`src/rtl/hilo_muldiv_unit_if.sv`:
```
//==============================================================================
// Module      : hilo_muldiv_unit_if
// Description : Request/response bundle between the execute stage and the
//               HI/LO multiply/divide unit.
// Revision    : 1.0 - initial release
//==============================================================================
`default_nettype none

interface hilo_muldiv_unit_if #(
  parameter int WIDTH = 32
);
  logic             start;
  logic [5:0]       funct;
  logic [WIDTH-1:0] a;
  logic [WIDTH-1:0] b;
  logic             flush;
  logic             busy;
  logic             stall;
  logic             done;
  logic             illegal;
  logic [WIDTH-1:0] hi;
  logic [WIDTH-1:0] lo;

  // Execute-stage side: issues operations and observes HI/LO.
  modport master (
    output start, funct, a, b, flush,
    input  busy, stall, done, illegal, hi, lo
  );

  // Unit side.
  modport slave (
    input  start, funct, a, b, flush,
    output busy, stall, done, illegal, hi, lo
  );
endinterface

`default_nettype wire

```
`src/rtl/hilo_muldiv_unit.sv`:
```
//==============================================================================
// Module      : hilo_muldiv_unit
// Description : Iterative unsigned MULTU/DIVU unit owning the HI/LO pair.
//               One shift-add or shift-subtract iteration per cycle; HI/LO
//               are only written on completion.
// Revision    : 1.0 - initial release
//==============================================================================
`default_nettype none

module hilo_muldiv_unit #(
  parameter int WIDTH = 32,
  parameter int CNT_W = 5
) (
  input  wire logic          clk,
  input  wire logic          rst,
  hilo_muldiv_unit_if.slave  bus
);

  localparam logic [5:0]       c_FUNCT_MULTU = 6'h19;
  localparam logic [5:0]       c_FUNCT_DIVU  = 6'h1B;
  localparam logic [CNT_W-1:0] c_LAST_ITER   = CNT_W'(WIDTH - 1);

  typedef enum logic [1:0] {
    ST_IDLE = 2'd0,
    ST_RUN  = 2'd1,
    ST_DONE = 2'd2
  } state_t;

  state_t               r_state;
  logic [CNT_W-1:0]     r_cnt;
  logic                 r_is_div;
  logic [2*WIDTH-1:0]   r_acc;     // MULTU: {partial product, multiplier}; DIVU: {rem, quot}
  logic [WIDTH-1:0]     r_opnd;    // MULTU: multiplicand; DIVU: divisor
  logic [WIDTH-1:0]     r_hi;
  logic [WIDTH-1:0]     r_lo;
  logic                 r_busy;
  logic                 r_done;
  logic                 r_illegal;

  logic                 w_is_multu;
  logic                 w_is_divu;
  logic                 w_legal;
  logic                 w_b_zero;
  logic [WIDTH:0]       w_mul_sum;
  logic [2*WIDTH-1:0]   w_mul_next;
  logic [WIDTH:0]       w_rem_sh;
  logic [WIDTH:0]       w_diff;
  logic [2*WIDTH-1:0]   w_div_next;
  logic [2*WIDTH-1:0]   w_step;

  assign w_is_multu = (bus.funct == c_FUNCT_MULTU);
  assign w_is_divu  = (bus.funct == c_FUNCT_DIVU);
  assign w_legal    = w_is_multu | w_is_divu;
  assign w_b_zero   = (bus.b == '0);

  // One iteration of the selected algorithm applied to the accumulator.
  always_comb begin
    // Multiply: add multiplicand to upper half when multiplier LSB set, then shift right.
    w_mul_sum  = {1'b0, r_acc[2*WIDTH-1:WIDTH]} + (r_acc[0] ? {1'b0, r_opnd} : '0);
    w_mul_next = {w_mul_sum, r_acc[WIDTH-1:1]};
    // Divide: shift {rem, quot} left, trial-subtract, keep or restore.
    w_rem_sh   = r_acc[2*WIDTH-1:WIDTH-1];
    w_diff     = w_rem_sh - {1'b0, r_opnd};
    if (w_diff[WIDTH]) begin
      w_div_next = {w_rem_sh[WIDTH-1:0], r_acc[WIDTH-2:0], 1'b0};
    end else begin
      w_div_next = {w_diff[WIDTH-1:0], r_acc[WIDTH-2:0], 1'b1};
    end
    w_step = r_is_div ? w_div_next : w_mul_next;
  end

  // Control FSM, iteration datapath and HI/LO writeback.
  always_ff @(posedge clk or posedge rst) begin
    if (rst) begin
      r_state   <= ST_IDLE;
      r_cnt     <= '0;
      r_is_div  <= 1'b0;
      r_acc     <= '0;
      r_opnd    <= '0;
      r_hi      <= '0;
      r_lo      <= '0;
      r_busy    <= 1'b0;
      r_done    <= 1'b0;
      r_illegal <= 1'b0;
    end else begin
      r_done    <= 1'b0;
      r_illegal <= 1'b0;
      case (r_state)
        ST_RUN: begin
          if (bus.flush) begin
            r_state <= ST_IDLE;
            r_busy  <= 1'b0;
            r_cnt   <= '0;
          end else begin
            r_acc <= w_step;
            r_cnt <= r_cnt + 1'b1;
            if (r_cnt == c_LAST_ITER) begin
              r_hi    <= w_step[2*WIDTH-1:WIDTH];
              r_lo    <= w_step[WIDTH-1:0];
              r_state <= ST_DONE;
              r_busy  <= 1'b0;
              r_done  <= 1'b1;
            end
          end
        end
        default: begin
          // IDLE and DONE both accept a new request; flush blocks acceptance.
          r_state <= ST_IDLE;
          if (bus.start && !bus.flush) begin
            if (!w_legal) begin
              r_illegal <= 1'b1;
            end else begin
              r_is_div <= w_is_divu;
              r_acc    <= {{WIDTH{1'b0}}, (w_is_divu ? bus.a : bus.b)};
              r_opnd   <= w_is_divu ? bus.b : bus.a;
              r_cnt    <= '0;
              if (w_is_divu && w_b_zero) begin
                // Divide by zero resolves immediately without iterating.
                r_hi    <= bus.a;
                r_lo    <= '1;
                r_state <= ST_DONE;
                r_done  <= 1'b1;
              end else begin
                r_state <= ST_RUN;
                r_busy  <= 1'b1;
              end
            end
          end
        end
      endcase
    end
  end

  assign bus.busy    = r_busy;
  assign bus.done    = r_done;
  assign bus.illegal = r_illegal;
  assign bus.hi      = r_hi;
  assign bus.lo      = r_lo;
  assign bus.stall   = r_busy | (bus.start & w_legal & ~w_b_zero & (r_state != ST_RUN));

endmodule

`default_nettype wire

```
`src/flat_wrapper.sv`:
```
// flat-port wrapper written by rule: the top's interface ports become plain ports
module hilo_muldiv_unit_flat 
#(
  parameter int WIDTH = 32,
  parameter int CNT_W = 5
)
  (clk, rst, bus_start, bus_funct, bus_a, bus_b, bus_flush, bus_busy, bus_stall, bus_done, bus_illegal, bus_hi, bus_lo);
  hilo_muldiv_unit_if #(.WIDTH(WIDTH)) bus_i ();
  input  wire logic clk;
  input  wire logic rst;
  input wire logic [$bits(bus_i.start)-1:0] bus_start;
  input wire logic [$bits(bus_i.funct)-1:0] bus_funct;
  input wire logic [$bits(bus_i.a)-1:0] bus_a;
  input wire logic [$bits(bus_i.b)-1:0] bus_b;
  input wire logic [$bits(bus_i.flush)-1:0] bus_flush;
  output wire logic [$bits(bus_i.busy)-1:0] bus_busy;
  output wire logic [$bits(bus_i.stall)-1:0] bus_stall;
  output wire logic [$bits(bus_i.done)-1:0] bus_done;
  output wire logic [$bits(bus_i.illegal)-1:0] bus_illegal;
  output wire logic [$bits(bus_i.hi)-1:0] bus_hi;
  output wire logic [$bits(bus_i.lo)-1:0] bus_lo;
  assign bus_i.start = bus_start;
  assign bus_i.funct = bus_funct;
  assign bus_i.a = bus_a;
  assign bus_i.b = bus_b;
  assign bus_i.flush = bus_flush;
  assign bus_busy = bus_i.busy;
  assign bus_stall = bus_i.stall;
  assign bus_done = bus_i.done;
  assign bus_illegal = bus_i.illegal;
  assign bus_hi = bus_i.hi;
  assign bus_lo = bus_i.lo;
  hilo_muldiv_unit #(.WIDTH(WIDTH), .CNT_W(CNT_W)) u_core (.clk(clk), .rst(rst), .bus(bus_i));
endmodule
```
`config.mk`:
```
export PLATFORM = sky130hd
export DESIGN_NAME = hilo_muldiv_unit_flat
export DESIGN_NICKNAME = d
export VERILOG_FILES = /design/src/rtl/hilo_muldiv_unit_if.sv /design/src/rtl/hilo_muldiv_unit.sv /design/src/flat_wrapper.sv
export SDC_FILE = /design/constraint.sdc
export NUM_CORES = 1
export LEC_CHECK = 0
export CAP_MARGIN = 0
export CELL_PAD_IN_SITES_DETAIL_PLACEMENT = 1
export CELL_PAD_IN_SITES_GLOBAL_PLACEMENT = 2
export CORE_UTILIZATION = 35
export DETAILED_ROUTE_END_ITERATION = 16
export HOLD_SLACK_MARGIN = 0.02
export PLACE_DENSITY = 0.82
export SLEW_MARGIN = 20
export SYNTH_ARGS = -nofsm -noshare
export SYNTH_HDL_FRONTEND = slang
export SYNTH_SLANG_ARGS = --single-unit
export TNS_END_PERCENT = 50
```
`constraint.sdc`:
```
create_clock -name clk -period 9.9 [get_ports clk]
set_input_delay 1.485 -clock clk [delete_from_list [all_inputs] [get_ports clk]]
set_output_delay 1.485 -clock clk [all_outputs]
set_load 0.1 [all_outputs]
```
### After elaboration in Yosys (flattened, before gate mapping)

Index checks and enable logic that the tools add are counted.
Widths: inputs -> output; s select.

| operators by class | value |
|---|---|
| add/subtract/negate cells | 3 |
| bitwise operators | 7 |
| mux-type cells | 46 |
| reductions and logical operators | 12 |
| equal/unequal tests | 9 |

Operator list:

| kind | number |
|---|---|
| $mux 32 | 15 |
| $mux 64 | 6 |
| $add 32x33->33 | 1 |
| $sub 33x32->33 | 1 |
| $logic_not 32->1 | 1 |
| $mux 5 | 4 |
| $mux 1 | 15 |
| $eq 6x5->1 const B | 2 |
| $mux 2 | 6 |
| $reduce_and 3->1 | 2 |
| $reduce_bool 2->1 | 3 |
| $add 5x1->5 const B | 1 |
| $eq 5x5->1 const B | 1 |
| $reduce_and 5->1 | 1 |
| $ne 2x1->1 const B | 2 |
| $ne 2x2->1 const B | 2 |
| $reduce_and 4->1 | 1 |
| $and 1x1->1 | 3 |
| $ne 3x2->1 const B | 1 |
| $eq 2x1->1 const B | 1 |
| $logic_and 1x1->1 | 2 |
| $not 1->1 | 2 |
| $or 1x1->1 | 2 |
| $reduce_and 2->1 | 1 |
| $logic_not 1->1 | 1 |

| storage, ports and cells | value |
|---|---|
| register bits after elaboration | 171 |
| input bits | 74 |
| output and inout bits | 68 |
| word-level logic and storage cells | 87 |

### Depth between registers and ports, before layout

Gate-level depths: netlist of the first run.

| depth | value |
|---|---|
| word-level depth | 6 |
| mapped depth | 14 |
| depth with buffers taken out | 12 |

### Worst setup path after synthesis of the first run

Ideal clock, no wire load.

| timing path | value |
|---|---|
| path type | in2out |
| start point | input port bus_funct[2] |
| end point | output port bus_stall |
| cell stages on the path | 4 |
| required time | 8.415 ns |
| data arrival time | 4.372 ns |
| buffers on the path | 0 |
| path slack | 4.043 ns |
| cells stage by stage | nand3b_1 nor3b_1 nand2_1 o31ai_1 |

| on the way | value |
|---|---|
| word-level cells in the longest chain between the ends | 6 |
| elaborated cells between the ends (all ways) | 7 |
| classes of those cells | 2 x eq/ne; 5 x bitwise |

RTL lines:

| element | RTL line | text |
|---|---|---|
| start, declared | flat_wrapper.sv:12 | `input wire logic [$bits(bus_i.funct)-1:0] bus_funct;` |
| $eq 6x5->1, on equally long branches | hilo_muldiv_unit.sv:51, hilo_muldiv_unit.sv:52 |  |
| $or 1x1->1 (*) | hilo_muldiv_unit.sv:53 | `assign w_legal = w_is_multu \| w_is_divu;` |
| $and 1x1->1 (*) (3 in a row) | hilo_muldiv_unit.sv:139 | `assign bus.stall = r_busy \| (bus.start & w_legal & ~w_b_zero & (r_state != ST_RUN));` |
| $or 1x1->1 (*) | hilo_muldiv_unit.sv:139 |  |
| end, declared | flat_wrapper.sv:17 | `output wire logic [$bits(bus_i.stall)-1:0] bus_stall;` |

Every way passes the cells marked *; elsewhere a longest branch is shown, timed or not.

### Worst setup path after layout of the first run

| timing path | value |
|---|---|
| start point | input port bus_funct[0] |
| end point | output port bus_stall |

Same word-level chain as after synthesis.

==> summary.txt, run 1 <==
Place
  • Post-placement cell count: 2021
  • IO buf count: 141
  • Setup Slack @ Placement: 4.33 ns
  • GPL Wtd Cong: 0.914
  • DP HPWL: 34600 um
  • Post-placement cell area: 14100 um2

Routing
  • Antenna Nets Post-Route: 0
  • First-pass iteration count of the detailed router: 5
  • Routed WL per cell: 22.4 um
  • Vias per cell: 5.86
  • Via count: 12032
  • DRC errors left: 0
  • Drt initial violations: 611
  • Routed WL: 46000 um

Clock tree
  • Post-CTS Resized: 0
  • Post-CTS Setup Bufs: 0
  • CTS tree: yes
  • Clock buffer depth: 2
  • Num CTS Buffers: 17
  • Worst skew pair latency: 0.44 ns
  • Htree depth: 4
  • Clock Sinks: 171
  • CTS Hold Bufs: 0
  • Clk root buf: clkbuf_16
  • Clk slew on worst S/H paths: 0.07 ns

Hold path
  • Hold path depth: 2
  • Hold WC Path Type: reg2reg

Global routing
  • Number of global-route vias before repair: 11964
  • Met2 Track Usage GR: 39.5%
  • Total GRT Usage: 25.7%
  • Grt total ovfl: 0
  • Largest net degree at the start of global routing: 100
  • Initial antenna violation count: 0
  • Met1 GRT Util: 37.8%
  • Grt peak-use layer: met2
  • Met3 Use GR: 3.65%
  • Global-route wire length before repair: 71500 um

Synthesis
  • Sequential element share of the synthesized area: 34.6%
  • Post-synth ARST share: 100%
  • Syn_nets: 1655
  • Number of synthesized flops with an enable pin: 0
  • Post-synthesis cell count: 1513
  • Post-synth top flop: dfrtp_1
  • Synth cell types: 75
  • Syn Area/Cell: 8.17 um2
  • Netlist Area Pre-Place: 12400 um2
  • Syn. warnings: 0
  • Seq cells post-synth: 171

Critical path
  • Worst setup path endpoint: bus_stall
  • Worst setup SP type: input pin
  • CP required: 8.42 ns
  • R2R setup slack: 5.51 ns
  • Critical Path AT: 4.10 ns
  • Worst setup EP type: output pin
  • Largest fanout on the critical path: 4
  • Reg-to-reg critical path endpoint: u_core.bus.hi[27]
  • Setup CP Type: in2out
  • FF-to-FF Start: u_core.r_acc[0]
  • Crit. Startpoint: bus_funct[0]
  • R2r worst-path depth: 13

Power and ir drop
  • Power per cell area: 180 nW/um2
  • VDD IR-drop max: 0.128 mV
  • Pleak: 6.57 nW
  • Power Total: 2.64 mW

Cells and area
  • Layout cells sized above 1: 4.32%
  • Fin area: 14700 um2
  • Fin cells: 2053
  • Fill cells: 4069
  • Most frequent cells in the layout: nand2_1 (233), dfrtp_1 (170), clkdlybuf4s50_1 (141)
  • Most common cell after layout, fill and taps aside: nand2_1
  • Core Util, Final: 42.3%
  • Nets: 1727
  • Area Growth Syn to Fin: 18.6%

STA
  • Max Freq: 0.179 GHz
  • Relative slew slack: 21.0%
  • Final hold viol count: 0
  • Setup TNS: 0 ns
  • Pins over their slew limit: 0
  • Hold Slack: 0.486 ns
  • Tmin final: 5.58 ns
  • Final Setup Violations: 0
  • Final setup margin: 4.32 ns
  • Worst-margin pin slew: 1.18 ns
  • Final period util: 56.4%
  • Skew final: 0.0104 ns
  • Setup repair after global routing missed its margin: no

Floorplanning
  • DIE AREA: 36100 um2
  • DIE HEIGHT: 190 um
  • Die width: 190 um
  • Num ports: 142
  • FP Rows: 68
  • Placeable Area: 34600 um2
  • Initial Util: 35.7%

Status
  • Status: finished, final reports clean

Run
  • Max Cap Viol: 0
[how the worst min path moves through the flow]
stage	slack, ns	startpoint	to
floorplan	0.46	u_core.r_opnd[10]	u_core.r_opnd[10]
finish	0.49	u_core.bus.lo[26]	u_core.bus.lo[26]
CTS	0.49	u_core.bus.lo[26]	u_core.bus.lo[26]
global placement	0.46	u_core.bus.lo[2]	u_core.bus.lo[2]
detailed placement	0.47	u_core.bus.lo[26]	u_core.bus.lo[26]
global route	0.52	u_core.bus.lo[4]	u_core.bus.lo[4]
[cell families after synthesis]
group | Yosys count | share of synthesized area [%]
xor+xnor | 40 | 2.83
flops | 171 | 34.6
compound gates | 551 | 29.3
simple gates | 518 | 20.1
mux | 16 | 1.32
buf+inv | 149 | 4.80
fa+ha+maj | 68 | 7.00
[flip-flops by register name, summed over array words and instances, names as in the netlist]
register,cells
u_core.bus.busy,1
u_core.r_state,2
u_core.bus.lo,32
u_core.bus.hi,32
u_core.r_opnd,32
u_core.r_cnt,5
u_core.r_is_div,1
u_core.bus.done,1
u_core.bus.illegal,1
u_core.r_acc,64
[critical path: stages]
cell and delay, ns:
clkdlybuf4s50_1 0.46, nand3b_1 0.08, nor3b_1 0.39, nand2_1 0.20
o31ai_1 0.29, clkdlybuf4s50_1 1.18
[power by group]
| group | total (mW) | leakage (nW) | internal, mW | switching (mW) |
|---|---|---|---|---|
| sequential | 0.875 | 2.21 | 0.774 | 0.101 |
| combinational | 1.07 | 4.07 | 0.390 | 0.676 |
| clock | 0.703 | 0.286 | 0.410 | 0.293 |
[cells in the mapped netlist (19+ instances only)]
library cell / n / share of area (%)
nor3_1: 20 / 0.81
nor2b_1: 39 / 2.0
ha_1: 66 / 6.7
inv_1: 50 / 1.5
xor2_1: 19 / 1.3
clkbuf_1: 86 / 2.6
a21o_1: 73 / 4.4
nand2_1: 233 / 7.1
and2_1: 38 / 1.9
xnor2_1: 21 / 1.5
a211oi_1: 45 / 2.7
nand3_1: 29 / 1.2
nor2_1: 64 / 1.9
and3_1: 34 / 1.7
a31oi_1: 20 / 1.0
o21ai_0: 127 / 5.1
dfrtp_1: 171 / 35
a21oi_1: 91 / 3.7
o22ai_1: 38 / 1.9
a311oi_1: 34 / 2.4
[layer usage]
metal / vias up / part of all wire [%]
met3: 36 / 4.9
met5: - / 0
met4: 0 / 1.6
met2: 317 / 44
li1: 5668 / -
met1: 6011 / 49
[cell type report]
cell class	count	area, um2	area share [%]
antenna	1	2.50	0.0171
clock buffer	21	460	3.14
clock inverter	10	140	0.956
inverter	51	196	1.34
multi-input combinational	1193	7530	51.3
sequential	171	4280	29.2
tap	455	569	3.88
timing repair buffer	151	1490	10.1
No activity file was read; power rests on OpenSTA's default activity.
==> inputs of run 2 (changes only) <==
--- a/config.mk
+++ b/config.mk
@@ -8,10 +8,10 @@
 export CAP_MARGIN = 0
 export CELL_PAD_IN_SITES_DETAIL_PLACEMENT = 1
 export CELL_PAD_IN_SITES_GLOBAL_PLACEMENT = 2
-export CORE_UTILIZATION = 35
+export CORE_UTILIZATION = 34
 export DETAILED_ROUTE_END_ITERATION = 16
 export HOLD_SLACK_MARGIN = 0.02
-export PLACE_DENSITY = 0.82
+export PLACE_DENSITY = 0.8
 export SLEW_MARGIN = 20
 export SYNTH_ARGS = -nofsm -noshare
 export SYNTH_HDL_FRONTEND = slang
==> constraint.sdc (replaced) <==
create_clock -name clk -period 5.55 [get_ports clk]
set_input_delay 0.8325 -clock clk [delete_from_list [all_inputs] [get_ports clk]]
set_output_delay 0.8325 -clock clk [all_outputs]
set_load 0.1 [all_outputs]
==> run 2 against run 1 <==
Cell count increased by 0.54%; routed wire length increased by 3.2%; largest power group unchanged; clock power increased by 85%; sequential power increased by 77%; sequential cell count unchanged; critical endpoint is now u_core.bus.hi[22]; power increased by 81%; via count increased by 1.2%; largest cell class unchanged; combinational power increased by 80%; die area increased by 2.9%; critical path type is now reg2reg; clock skew increased by 0.00063 ns.
==> summary.txt, run 2 (same netlist as run 1, synthesis figures left out) <==
Status
  • Status: finished, final reports clean

STA
  • Max Freq: 0.246 GHz
  • Setup TNS: 0 ns (unchanged)
  • Pins over their slew limit: 0 (unchanged)
  • Skew final: 0.0110 ns (+0.000627 ns)
  • Hold Slack: 0.484 ns (-0.00275 ns)
  • Worst-margin pin slew: 1.09 ns (-0.0942 ns)
  • Setup repair after global routing missed its margin: no
  • Tmin final: 4.07 ns
  • Final Setup Violations: 0 (unchanged)
  • Relative slew slack: 27.1% (+6.1 points)
  • Final hold viol count: 0 (unchanged)
  • Final setup margin: 1.48 ns (-2.83 ns)
  • Final period util: 73.3%

Power and ir drop
  • Pleak: 6.63 nW (+0.92%)
  • Power Total: 4.77 mW (+81%)
  • Power per cell area: 323 nW/um2 (+79%)
  • Power share of the combinational group: 40.4% (about the same)
  • VDD IR-drop max: 0.189 mV (+48%)
  • Switching power: 1.93 mW (+80%)
  • Switch share: 40.4% (about the same)
  • Power share of the clock group: 27.2% (+0.6 points)
  • Seq pwr share: 32.4% (-0.7 points)
  • P_int: 2.84 mW (+81%)

Critical path
  • FF-to-FF Start: u_core.r_acc[49]
  • R2r worst-path depth: 11 (-2)
  • Worst setup EP type: flop
  • Reg-to-reg critical path endpoint: u_core.bus.hi[22]
  • Setup CP Type: reg2reg
  • Worst setup SP type: flop
  • CP required: 5.88 ns (-2.54 ns)
  • Critical Path AT: 4.39 ns (+0.29 ns)
  • R2R setup slack: 1.48 ns (-4.03 ns)
  • Largest fanout on the critical path: 12 (+8)

Hold path
  • Hold endpoint: u_core.bus.lo[4]
  • Worst hold start: u_core.bus.lo[4]
  • Hold path depth: 2 (unchanged)
  • Hold WC Path Type: reg2reg

Cells and area
  • Layout cells sized above 1: 4.68% (+0.36 points)
  • Most frequent cells in the layout: nand2_1 (233), dfrtp_1 (170), clkdlybuf4s50_1 (140)
  • Nets: 1733 (+0.35%)
  • Core Util, Final: 41.4% (-0.94 points)
  • Fin cells: 2064 (+0.54%)
  • Fin area: 14800 um2 (+0.68%)
  • Most common cell after layout, fill and taps aside: nand2_1
  • Inserted Diodes: 0 (-1)
  • Largest Register: u_core.r_acc
  • Fill cells: 4218 (+3.7%)
  • Area Growth Syn to Fin: 19.4%
  • Largest register FFs: 64 (unchanged)

Clock tree
  • Clock buffer depth: 2 (unchanged)
  • Post-CTS Setup Bufs: 0 (unchanged)
  • Post-CTS Resized: 0 (unchanged)
  • Worst skew pair latency: 0.45 ns (about the same)
  • Clk slew on worst S/H paths: 0.07 ns (about the same)
  • Clock Sinks: 171 (unchanged)
  • Clk root buf: clkbuf_16
  • Num CTS Buffers: 17 (unchanged)
  • CTS Hold Bufs: 0 (unchanged)
  • Htree depth: 4 (unchanged)
  • CTS tree: yes

Floorplanning
  • DIE HEIGHT: 193 um (+1.4%)
  • DIE AREA: 37100 um2 (+2.9%)
  • Num ports: 142 (unchanged)
  • FP Rows: 69 (+1.5%)
  • Placeable Area: 35700 um2 (+3.0%)
  • Die width: 193 um (+1.4%)
  • Initial Util: 34.7% (-1.0 points)

Run
  • Max Cap Viol: 0 (unchanged)

Routing
  • Vias per cell: 5.90 (+0.67%)
  • Drt initial violations: 725 (+19%)
  • Via count: 12178 (+1.2%)
  • Routed WL per cell: 23.0 um (+2.6%)
  • Routed WL: 47400 um (+3.2%)
  • Antenna Nets Post-Route: 0 (unchanged)
  • First-pass iteration count of the detailed router: 5 (unchanged)
  • DRC errors left: 0 (unchanged)

Place
  • Setup Slack @ Placement: 1.22 ns (-3.11 ns)
  • IO buf count: 141 (unchanged)
  • DP HPWL: 35300 um (+2.1%)
  • Post-placement cell area: 14100 um2 (+0.45%)
  • GPL Wtd Cong: 0.891 (-2.6%)
  • Post-placement cell count: 2032 (+0.54%)

Global routing
  • Grt total ovfl: 0 (unchanged)
  • Total GRT Usage: 26.1% (+0.36 points)
  • Largest net degree at the start of global routing: 98 (-2.0%)
  • Number of global-route vias before repair: 12073 (+0.91%)
  • Global-route wire length before repair: 73900 um (+3.3%)
  • Initial antenna violation count: 0 (unchanged)
## run 2: changes by cell type in the layout (fill, tap and decap cells not counted), sizes merged
cell,change
clkdlybuf4s50,-1
bufinv,+1
clkinvlp,-2
clkbuf,-1
clkinv,+3
diode,-1
buf,+7
inv,-1
## run 2: worst max path at each step
stage,from,endpoint,depth (start not counted)
global placement,bus_funct[2],u_core.bus.hi[25],12
detailed placement,bus_funct[2],u_core.bus.hi[31],11
floorplan,rst,u_core.bus.busy,1
global route,u_core.r_acc[49],u_core.bus.hi[22],11
finish,u_core.r_acc[49],u_core.bus.hi[22],11
CTS,u_core.r_acc[49],u_core.bus.hi[22],11
## run 2: power groups by stage
stage,Clock (mW),Combinational (mW),Sequential (mW)
floorplan,0,1.26,1.61
global placement,0,1.87,1.56
detailed placement,0,1.89,1.56
CTS,1.32,1.91,1.54
global route,1.36,2.09,1.56
finish,1.30,1.93,1.55
## run 2: layer usage
metal  up-vias  GRT usage [%]  wire, um
met5         -              0         0
met4         0           5.48       576
met1      6219           39.5     23600
li1       5679              -         -
met3        26           2.60      1820
met2       254           39.6     21400
## run 2: area by class of cell
| type | count | area, um2 | area share (%) |
|---|---|---|---|
| inverters | 51 | 196 | 1.33 |
| flip-flops and latches | 171 | 4280 | 29.0 |
| well taps | 461 | 577 | 3.91 |
| repair buffers | 157 | 1560 | 10.6 |
| clock inverters | 11 | 169 | 1.14 |
| clock buffers | 20 | 447 | 3.03 |
| multi-input cells | 1193 | 7530 | 51.0 |
## run 2: worst max-delay path: stages (launching register included)
cell      delay (ns)
dfrtp_1         0.45
ha_1            0.50
and3_1          0.30
nand3_1         0.16
or4_4           0.46
a211oi_4        0.27
nor3_2          0.18
nor2_2          0.55
buf_4           0.33
mux2i_1         0.22
mux2i_1         0.16
a221o_1         0.35
==> inputs of run 3 (changes only) <==
--- a/config.mk
+++ b/config.mk
@@ -8,10 +8,10 @@
 export CAP_MARGIN = 0
 export CELL_PAD_IN_SITES_DETAIL_PLACEMENT = 1
 export CELL_PAD_IN_SITES_GLOBAL_PLACEMENT = 2
-export CORE_UTILIZATION = 34
+export CORE_UTILIZATION = 31
 export DETAILED_ROUTE_END_ITERATION = 16
 export HOLD_SLACK_MARGIN = 0.02
-export PLACE_DENSITY = 0.8
+export PLACE_DENSITY = 0.76
 export SLEW_MARGIN = 20
 export SYNTH_ARGS = -nofsm -noshare
 export SYNTH_HDL_FRONTEND = slang
==> constraint.sdc (replaced) <==
create_clock -name clk -period 3.4 [get_ports clk]
set_input_delay 0.51 -clock clk [delete_from_list [all_inputs] [get_ports clk]]
set_output_delay 0.51 -clock clk [all_outputs]
set_load 0.1 [all_outputs]
==> run 3 against run 2 <==
Core utilization up 0.66 points; power up 79%; die area rose by 9.6%; critical path depth up 3; worst setup slack lost 1.4 ns; clock-buffer cell count fell by 1; cell count rose by 11%; cell area up 11%; clock power increased by 54%; largest power group unchanged.
==> summary.txt, run 3 (same netlist as run 1, synthesis figures left out) <==
Cells and area
  • Largest register FFs: 64 (unchanged)
  • Layout cells sized above 1: 16.7% (+12 points)
  • Largest Register: u_core.r_acc
  • Most common cell after layout, fill and taps aside: nand2_1
  • Fill cells: 4533 (+7.5%)
  • Nets: 1905 (+9.9%)
  • Area Growth Syn to Fin: 32.7%
  • Core Util, Final: 42.1% (+0.66 points)
  • Most frequent cells in the layout: nand2_1 (231), buf_4 (179), dfrtp_1 (166)

Clock tree
  • Htree depth: 4 (unchanged)
  • Num CTS Buffers: 17 (unchanged)
  • CTS Hold Bufs: 0 (unchanged)
  • Clk root buf: clkbuf_16
  • CTS tree: yes
  • Clock buffer depth: 2 (unchanged)
  • Worst skew pair latency: 0.45 ns (about the same)
  • Clock Sinks: 171 (unchanged)
  • Clk slew on worst S/H paths: 0.07 ns (about the same)

Power and ir drop
  • Power per cell area: 522 nW/um2 (+61%)
  • VDD IR-drop max: 0.375 mV (+98%)
  • Pleak: 7.53 nW (+14%)

Routing
  • DRC errors left: 0 (unchanged)
  • Routed WL: 52000 um (+9.5%)
  • Routed WL per cell: 22.6 um (-1.5%)
  • First-pass iteration count of the detailed router: 5 (unchanged)
  • Vias per cell: 5.60 (-5.0%)
  • Via count: 12862 (+5.6%)
  • Drt initial violations: 629 (-13%)
  • Antenna Nets Post-Route: 0 (unchanged)

Floorplanning
  • Placeable Area: 39000 um2 (+9.4%)
  • Num ports: 142 (unchanged)
  • DIE HEIGHT: 202 um (+4.7%)
  • Die width: 202 um (+4.7%)
  • DIE AREA: 40700 um2 (+9.6%)
  • FP Rows: 72 (+4.3%)
  • Initial Util: 31.7% (-3.0 points)

STA
  • Setup repair after global routing missed its margin: yes
  • Final Setup Violations: 0 (unchanged)
  • Relative slew slack: 31.2% (+4.1 points)
  • Max Freq: 0.301 GHz (+22%)
  • Pins over their slew limit: 0 (unchanged)
  • Tmin final: 3.32 ns (-0.744 ns)
  • Final hold viol count: 0 (unchanged)
  • Final setup margin: 0.0777 ns (-1.41 ns)
  • Worst-margin pin slew: 1.03 ns (-0.0609 ns)
  • Skew final: 0.0108 ns (-0.000151 ns)
  • Final period util: 97.7% (+24 points)

Global routing
  • Initial antenna violation count: 1 (+1)
  • Grt total ovfl: 0 (unchanged)
  • Number of global-route vias before repair: 13221 (+9.5%)
  • Global-route wire length before repair: 80300 um (+8.7%)
  • Largest net degree at the start of global routing: 71 (-28%)
  • Total GRT Usage: 25.6% (-0.54 points)

Place
  • IO buf count: 141 (unchanged)
  • Setup Slack @ Placement: -0.263 ns (-1.48 ns)
  • DP HPWL: 40600 um (+15%)
  • GPL Wtd Cong: 0.949 (+6.5%)

Hold path
  • Hold WC Path Type: reg2reg

Status
  • Status: finished, final reports clean

Critical path
  • Worst setup EP type: flop
  • CP required: 3.72 ns (-2.16 ns)
  • Largest fanout on the critical path: 7 (-5)
  • Critical Path AT: 3.64 ns (-0.75 ns)
  • Worst setup SP type: flop
  • Setup CP Type: reg2reg

Run
  • Max Cap Viol: 0 (unchanged)
[run 3: timing repair]
action                     4_1_cts  5_1_grt
gates cloned                     0        1
buffers inserted                 0       12
setup endpoints to repair       34       53
resized for setup               13       51
pin swaps                        0       27
[run 3: final timing paths]
| path | cells after the start | start | endpoint | slack (ns) |
|---|---|---|---|---|
| max | 14 | u_core.r_acc[31] | u_core.r_acc[52] | 0.08 |
| min | 2 | u_core.bus.lo[2] | u_core.bus.lo[2] | 0.48 |
| max reg2reg | 14 | u_core.r_acc[31] | u_core.r_acc[52] | 0.08 |
| min reg2reg | 2 | u_core.bus.lo[2] | u_core.bus.lo[2] | 0.48 |
| max in group asynchronous | 3 | rst | u_core.r_opnd[17] | 2.15 |
| min in group asynchronous | 2 | rst | u_core.bus.lo[28] | 0.53 |
[run 3: cell type report]
class / instances / area, um2 / share of cell area (%)
multi-input combinational: 1193 / 7740 / 47.2
sequential: 171 / 4290 / 26.1
timing repair buffer: 329 / 2950 / 18.0
tap: 518 / 648 / 3.95
clock buffer: 19 / 443 / 2.70
inverter: 51 / 195 / 1.19
clock inverter: 13 / 141 / 0.862
antenna: 1 / 2.50 / 0.0153
[run 3: report_power, final]
group | switching (mW) | internal [mW]
logic | 2.29 | 1.77
registers | 0.255 | 2.25
clock network | 0.892 | 1.11
total | 3.44 | 5.13
[run 3: per-stage QoR]
| stage | cells | hold slack, ns | total power, mW | instance area, um2 | setup TNS [ns] |
|---|---|---|---|---|---|
| after global placement | 2250 | 0.468 | 6.24 | 15500 | -0.698 |
| after CTS | 2282 | 0.492 | 8.40 | 16100 | -0.0287 |
| after detailed placement | 2250 | 0.474 | 6.31 | 15500 | -1.39 |
| final | 2295 | 0.483 | 8.57 | 16400 | 0 |
| after global routing | 2294 | 0.519 | 9.02 | 16400 | -0.207 |
| after floorplan | 1513 | 0.463 | 4.69 | 12400 | -0.507 |
[run 3: routing by layer]
metal | share of wire (%) | global-route usage [%] | vias up | routed length, um
li1 | - | - | 6029 | -
met1 | 48 | 37.1 | 6421 | 24900
met2 | 44 | 39.0 | 354 | 22900
met3 | 6.0 | 3.97 | 58 | 3140
met4 | 2.0 | 6.98 | 0 | 1020
met5 | 0 | 0 | - | 0
[run 3: critical path, stage by stage, from the launching register on]
cell      delay, ns
dfrtp_1        0.37
inv_2          0.06
ha_4           0.16
fa_2           0.40
nand2b_4       0.17
a21o_1         0.21
a21o_1         0.24
a211oi_4       0.34
nor3_2         0.10
nor2_4         0.29
buf_4          0.18
buf_4          0.17
a21oi_1        0.09
mux2i_2        0.28
o21ai_0        0.12
==> variant 1, RTL diff (settings of run 3) <==
Re-encode `state_t` (3 states) as one-hot, 3 bits wide.
--- a/src/rtl/hilo_muldiv_unit.sv
+++ b/src/rtl/hilo_muldiv_unit.sv
@@ -22,6 +22,6 @@
 
-  typedef enum logic [1:0] {
-    ST_IDLE = 2'd0,
-    ST_RUN  = 2'd1,
-    ST_DONE = 2'd2
+  typedef enum logic [2:0] {
+    ST_IDLE = 3'b001,
+    ST_RUN  = 3'b010,
+    ST_DONE = 3'b100
   } state_t;
Check against the original RTL: same outputs for any inputs over 4 cycles, from zero or initial values and one cycle with rst high; so few cycles prove little.
==> variant 1 against run 3 <==
The flow now finishes with violations (setup timing). Design area grew 1.3%. Utilization up 0.77 points. Sequential cell count rose by 1. Power fell by 23%. Area after synthesis shrank 0.95%. Routed wire length shrank 1.4%. Worst setup slack worse by 0.19 ns. Via count is 3.3% lower. Largest power group is now registers.
==> variant 1: results (changes against run 3) <==
| Metric | Value |
|---|---|
| Seq/Total Area, Yosys | `0.351 (+0.00547)` |
| Seq cells | `172 (+0.58%)` |
| Fillers | `4558 (+0.55%)` |
| Adder-Cell Fraction of Synth Area | `0.0707 (+0.000672)` |
| Placer congestion estimate | `0.929 (-2.1%)` |
| Mux cell area share after synthesis | `0.0233 (+0.0101)` |
| TritonCTS Buffers | `17 (unchanged)` |
| Fraction of area in registers | `0.259 (-0.00205)` |
| Synth top cells by count | `nand2_1 (185), dfrtp_1 (171), a21oi_1 (129)` |
| Mapped Nets | `1599 (-3.4%)` |
| Arr. time, crit path | `3.90 ns (+0.26 ns)` |
| Final #Nets | `1867 (-2.0%)` |
| Setup Viol. Count Final | `29 (+29)` |
| NonClk Buf Share | `0.184 (+0.00423)` |
| Multi-input combinational area share | `0.468 (-0.00358)` |
| Non-clk bufs | `340 (+3.3%)` |
| Initial antenna violation count | `0 (-1)` |
| Status | `finished, violations left` |
| Cells after DPL | `2198 (-2.3%)` |
| Critical path's slowest cell | `or4_4` |
| Placed instance area | `0.0154 sq mm (-0.83%)` |
| Area taken by multi-input logic gates | `0.00779 sq mm (+0.58%)` |
| Dpl ws | `-0.354 ns (-0.0910 ns)` |
| Final WS setup | `-0.117 ns (-0.195 ns)` |
| XOR/XNOR Fraction of Synth Area | `0.0372 (+0.00885)` |
| DR iter-0 viols | `595 (-5.4%)` |
| Antenna Cells | `0 (-1)` |
| Final TNS setup | `-1.18 ns (-1.18 ns)` |
| Largest net degree at the start of global routing | `76 (+7.0%)` |
| Met1 WL | `22700 um (-8.7%)` |
| #MultiIn Comb | `1141 (-4.4%)` |
| Clock Skew | `0.0167 ns (+0.00590 ns)` |
| M3 GR Usage | `0.0302 (-0.00949)` |
| Yosys cell types | `79 (+5.3%)` |
| Top reg by flops | `u_core.r_acc` |
| Nonclk inv count | `53 (+3.9%)` |
| Pleak | `7.54 nW (+0.18%)` |
| Via count | `12400 (-3.3%)` |
| Synth Area per Inst | `8.41 sq um (+2.9%)` |
| Grt met1 use | `0.332 (-0.0387)` |
| HP Class | `primary input to asynchronous set/reset pin` |
| Share of cells above drive strength 1 | `0.192 (+0.0249)` |
| Routed Wire Length | `51200 um (-1.4%)` |
| Core Util, Final | `0.428 (+0.00766)` |
| Max FO, Critical Path | `3 (-4)` |
| Vias per std cell | `5.52 (-1.6%)` |
| Met2 Routed Length | `25300 um (+10%)` |
| Post-synthesis compound-gate area fraction | `0.294 (+0.000873)` |
| Wire length on met3 | `1640 um (-48%)` |
| Top Layer Used | `met4` |
| First-pass GRT wire length | `79200 um (-1.4%)` |
| Area contributors post-synth | `dfrtp_1 (35%), ha_1 (6.7%), nand2_1 (5.7%)` |
| Failing checks | `setup timing` |
| Max_slew headroom | `0.318 (+0.00619)` |
| Clock-cell share | `0.0374 (+0.00178)` |
| Routing usage on met2 | `0.437 (+0.0470)` |
| Vias in the first global route | `13100 (-0.63%)` |
| Final HPWL DP | `39100 um (-3.6%)` |
| Largest stage delay on the critical path | `0.55 ns (+0.15 ns)` |
[variant 1: changes by cell type in the layout (fill, tap and decap cells not counted), moves of 12 or more]
cell / delta
nand2_1: -48
nor2b_1: -36
a21oi_1: +29
and2_1: +24
a21o_1: -19
nor2_1: +19
a211o_1: +17
nand3_1: -17
o21ai_0: -12
xnor2_1: +12
[variant 1: what timing repair did]
action | CTS | global route
setup buffers | 11 | 15
gates cloned | 0 | 0
setup endpoints to repair | 66 | 66
resized for setup | 47 | 57
endpoints found under the hold margin | 0 | 0
pin swaps | 32 | 34
[variant 1: power breakdown]
group	leakage (nW)	total (mW)	internal [mW]	switching, mW
combinational	4.97	2.10	0.937	1.16
sequential	2.27	2.31	2.18	0.132
clock	0.298	2.15	1.24	0.915
[variant 1: path summary, 6_finish.rpt]
check | start | endpoint | slack (ns) | cells after the start
setup / recovery | u_core.r_opnd[0]$_DFFE_PP0P_ | u_core.bus.hi[23]$_DFFE_PP0P_ | -0.12 | 15
hold / removal | rst | u_core.bus.lo[4]$_DFFE_PP0P_ | 0.38 | 2
setup reg to reg | u_core.r_opnd[0]$_DFFE_PP0P_ | u_core.bus.hi[23]$_DFFE_PP0P_ | -0.12 | 15
hold reg to reg | u_core.bus.lo[7]$_DFFE_PP0P_ | u_core.bus.lo[7]$_DFFE_PP0P_ | 0.48 | 2
max in group asynchronous | rst | u_core.r_opnd[26]$_DFFE_PP0P_ | 2.25 | 3
min in group clk | u_core.bus.lo[7]$_DFFE_PP0P_ | u_core.bus.lo[7]$_DFFE_PP0P_ | 0.48 | 2
==> variant 2, RTL diff (settings of run 3) <==
Without the edit above. `CNT_W` is set to 5 in 2 places; all go to 10.
--- a/src/rtl/hilo_muldiv_unit.sv
+++ b/src/rtl/hilo_muldiv_unit.sv
@@ -11,3 +11,3 @@
   parameter int WIDTH = 32,
-  parameter int CNT_W = 5
+  parameter int CNT_W = 10
 ) (
--- a/src/flat_wrapper.sv
+++ b/src/flat_wrapper.sv
@@ -4,3 +4,3 @@
   parameter int WIDTH = 32,
-  parameter int CNT_W = 5
+  parameter int CNT_W = 10
 )
Formal check against the unedited RTL: no difference found for any inputs over 4 cycles, from zero or initial values and one cycle with rst high; that may be too few to reach the edited logic, so the function may still have changed.
==> variant 2 against run 3 <==
The flow now finishes with violations (setup timing). Global-route usage grew 0.075 points. Routed wire length grew 1.4%. Worst setup slack lost 0.15 ns. Area after synthesis grew 0.65%. Critical endpoint is now u_core.bus.hi[1]$_DFFE_PP0P_. Hold slack lost 0.058 ns. Sequential cell count grew 5. Critical path type unchanged. Sequential share of layout area is essentially flat. Design area grew 2.9%.
Power is not compared: it rests on default switching activity, and its combinational part moved more than twofold at a synthesized area within 25%.
==> variant 2: results (changes against run 3) <==
| Metric | Value |
|---|---|
| Synth top cells by count | `nand2_1 (230), dfrtp_1 (176), o21ai_0 (139)` |
| Nonclk inv count | `54 (+5.9%)` |
| Setup Viol. Count Final | `19 (+19)` |
| Syn-to-layout area delta | `35.6%` |
| Final #Nets | `1892 (-0.68%)` |
| Design area | `0.0169 sq mm (+2.9%)` |
| Final HPWL DP | `39800 um (-1.8%)` |
| Non-clk bufs | `316 (-4.0%)` |
| DR WL/cell | `23.0 um (+1.6%)` |
| Met1 WL | `24700 um (-0.97%)` |
| Routing usage on met2 | `0.404 (+0.0135)` |
| Mapped Nets | `1656 (+0.060%)` |
| Met2 Routed Length | `24000 um (+4.8%)` |
| Synth Area per Inst | `8.22 sq um (+0.51%)` |
| Initial antenna violation count | `4 (+3)` |
| Vias in the first global route | `13300 (+0.42%)` |
| FF-to-FF End | `u_core.bus.hi[1]$_DFFE_PP0P_` |
| Share of cells above drive strength 1 | `0.192 (+0.0251)` |
| Hold slack | `0.425 ns (-0.0584 ns)` |
| Status | `finished, violations left` |
| Top Layer Used | `met5` |
| Final WS setup | `-0.0727 ns (-0.150 ns)` |
| Seq cells | `176 (+2.9%)` |
| HP Class | `primary input to asynchronous set/reset pin` |
| Arr. time, crit path | `3.84 ns (+0.20 ns)` |
| Failing checks | `setup timing` |
| M3 GR Usage | `0.0435 (+0.00385)` |
| Routed Wire Length | `52700 um (+1.4%)` |
| Gr usage total | `0.256 (+0.000750)` |
| Antenna Cells | `2 (+1)` |
| Critical path's slowest cell | `or4b_4` |
| Largest net degree at the start of global routing | `82 (+15%)` |
| Fillers | `4658 (+2.8%)` |
| Placer congestion estimate | `0.942 (-0.72%)` |
| NonClk Buf Share | `0.173 (-0.00701)` |
| R2r startpoint | `u_core.r_opnd[11]$_DFFE_PP0P_` |
| Wire length on met3 | `2890 um (-7.8%)` |
| Vias per std cell | `5.64 (+0.69%)` |
| #MultiIn Comb | `1186 (-0.59%)` |
| Max_slew headroom | `0.335 (+0.0230)` |
| Grt met1 use | `0.358 (-0.0134)` |
variant 2: changes by cell type after synthesis, sizes merged, moves of 7 or more:
cell / before / now
o21a: 16 / 8
nor2: 65 / 79
xnor2: 21 / 33
nor2b: 39 / 16
a211oi: 47 / 57
mux2: 2 / 9
and2: 38 / 64
and3: 35 / 14
a21o: 73 / 61
a221o: 9 / 2
a31oi: 20 / 13
nand4: 6 / 13
variant 2: timing repair:
| action | in CTS | in global routing |
|---|---|---|
| pin swaps | 29 | 41 |
| gates resized for setup | 67 | 83 |
| buffers inserted | 4 | 9 |
| gates cloned | 1 | 1 |
| setup endpoints to repair | 58 | 61 |
variant 2: logic make-up after synthesis:
group | Yosys count | synth area share
AOI/OAI and AO/OA | 535 | 0.283
and+or+nand+nor | 506 | 0.189
DFF | 176 | 0.354
buffers and inverters | 153 | 0.0468
adders and majority gates | 67 | 0.0686
xor gates and xnor gates | 53 | 0.0373
muxes | 25 | 0.0213
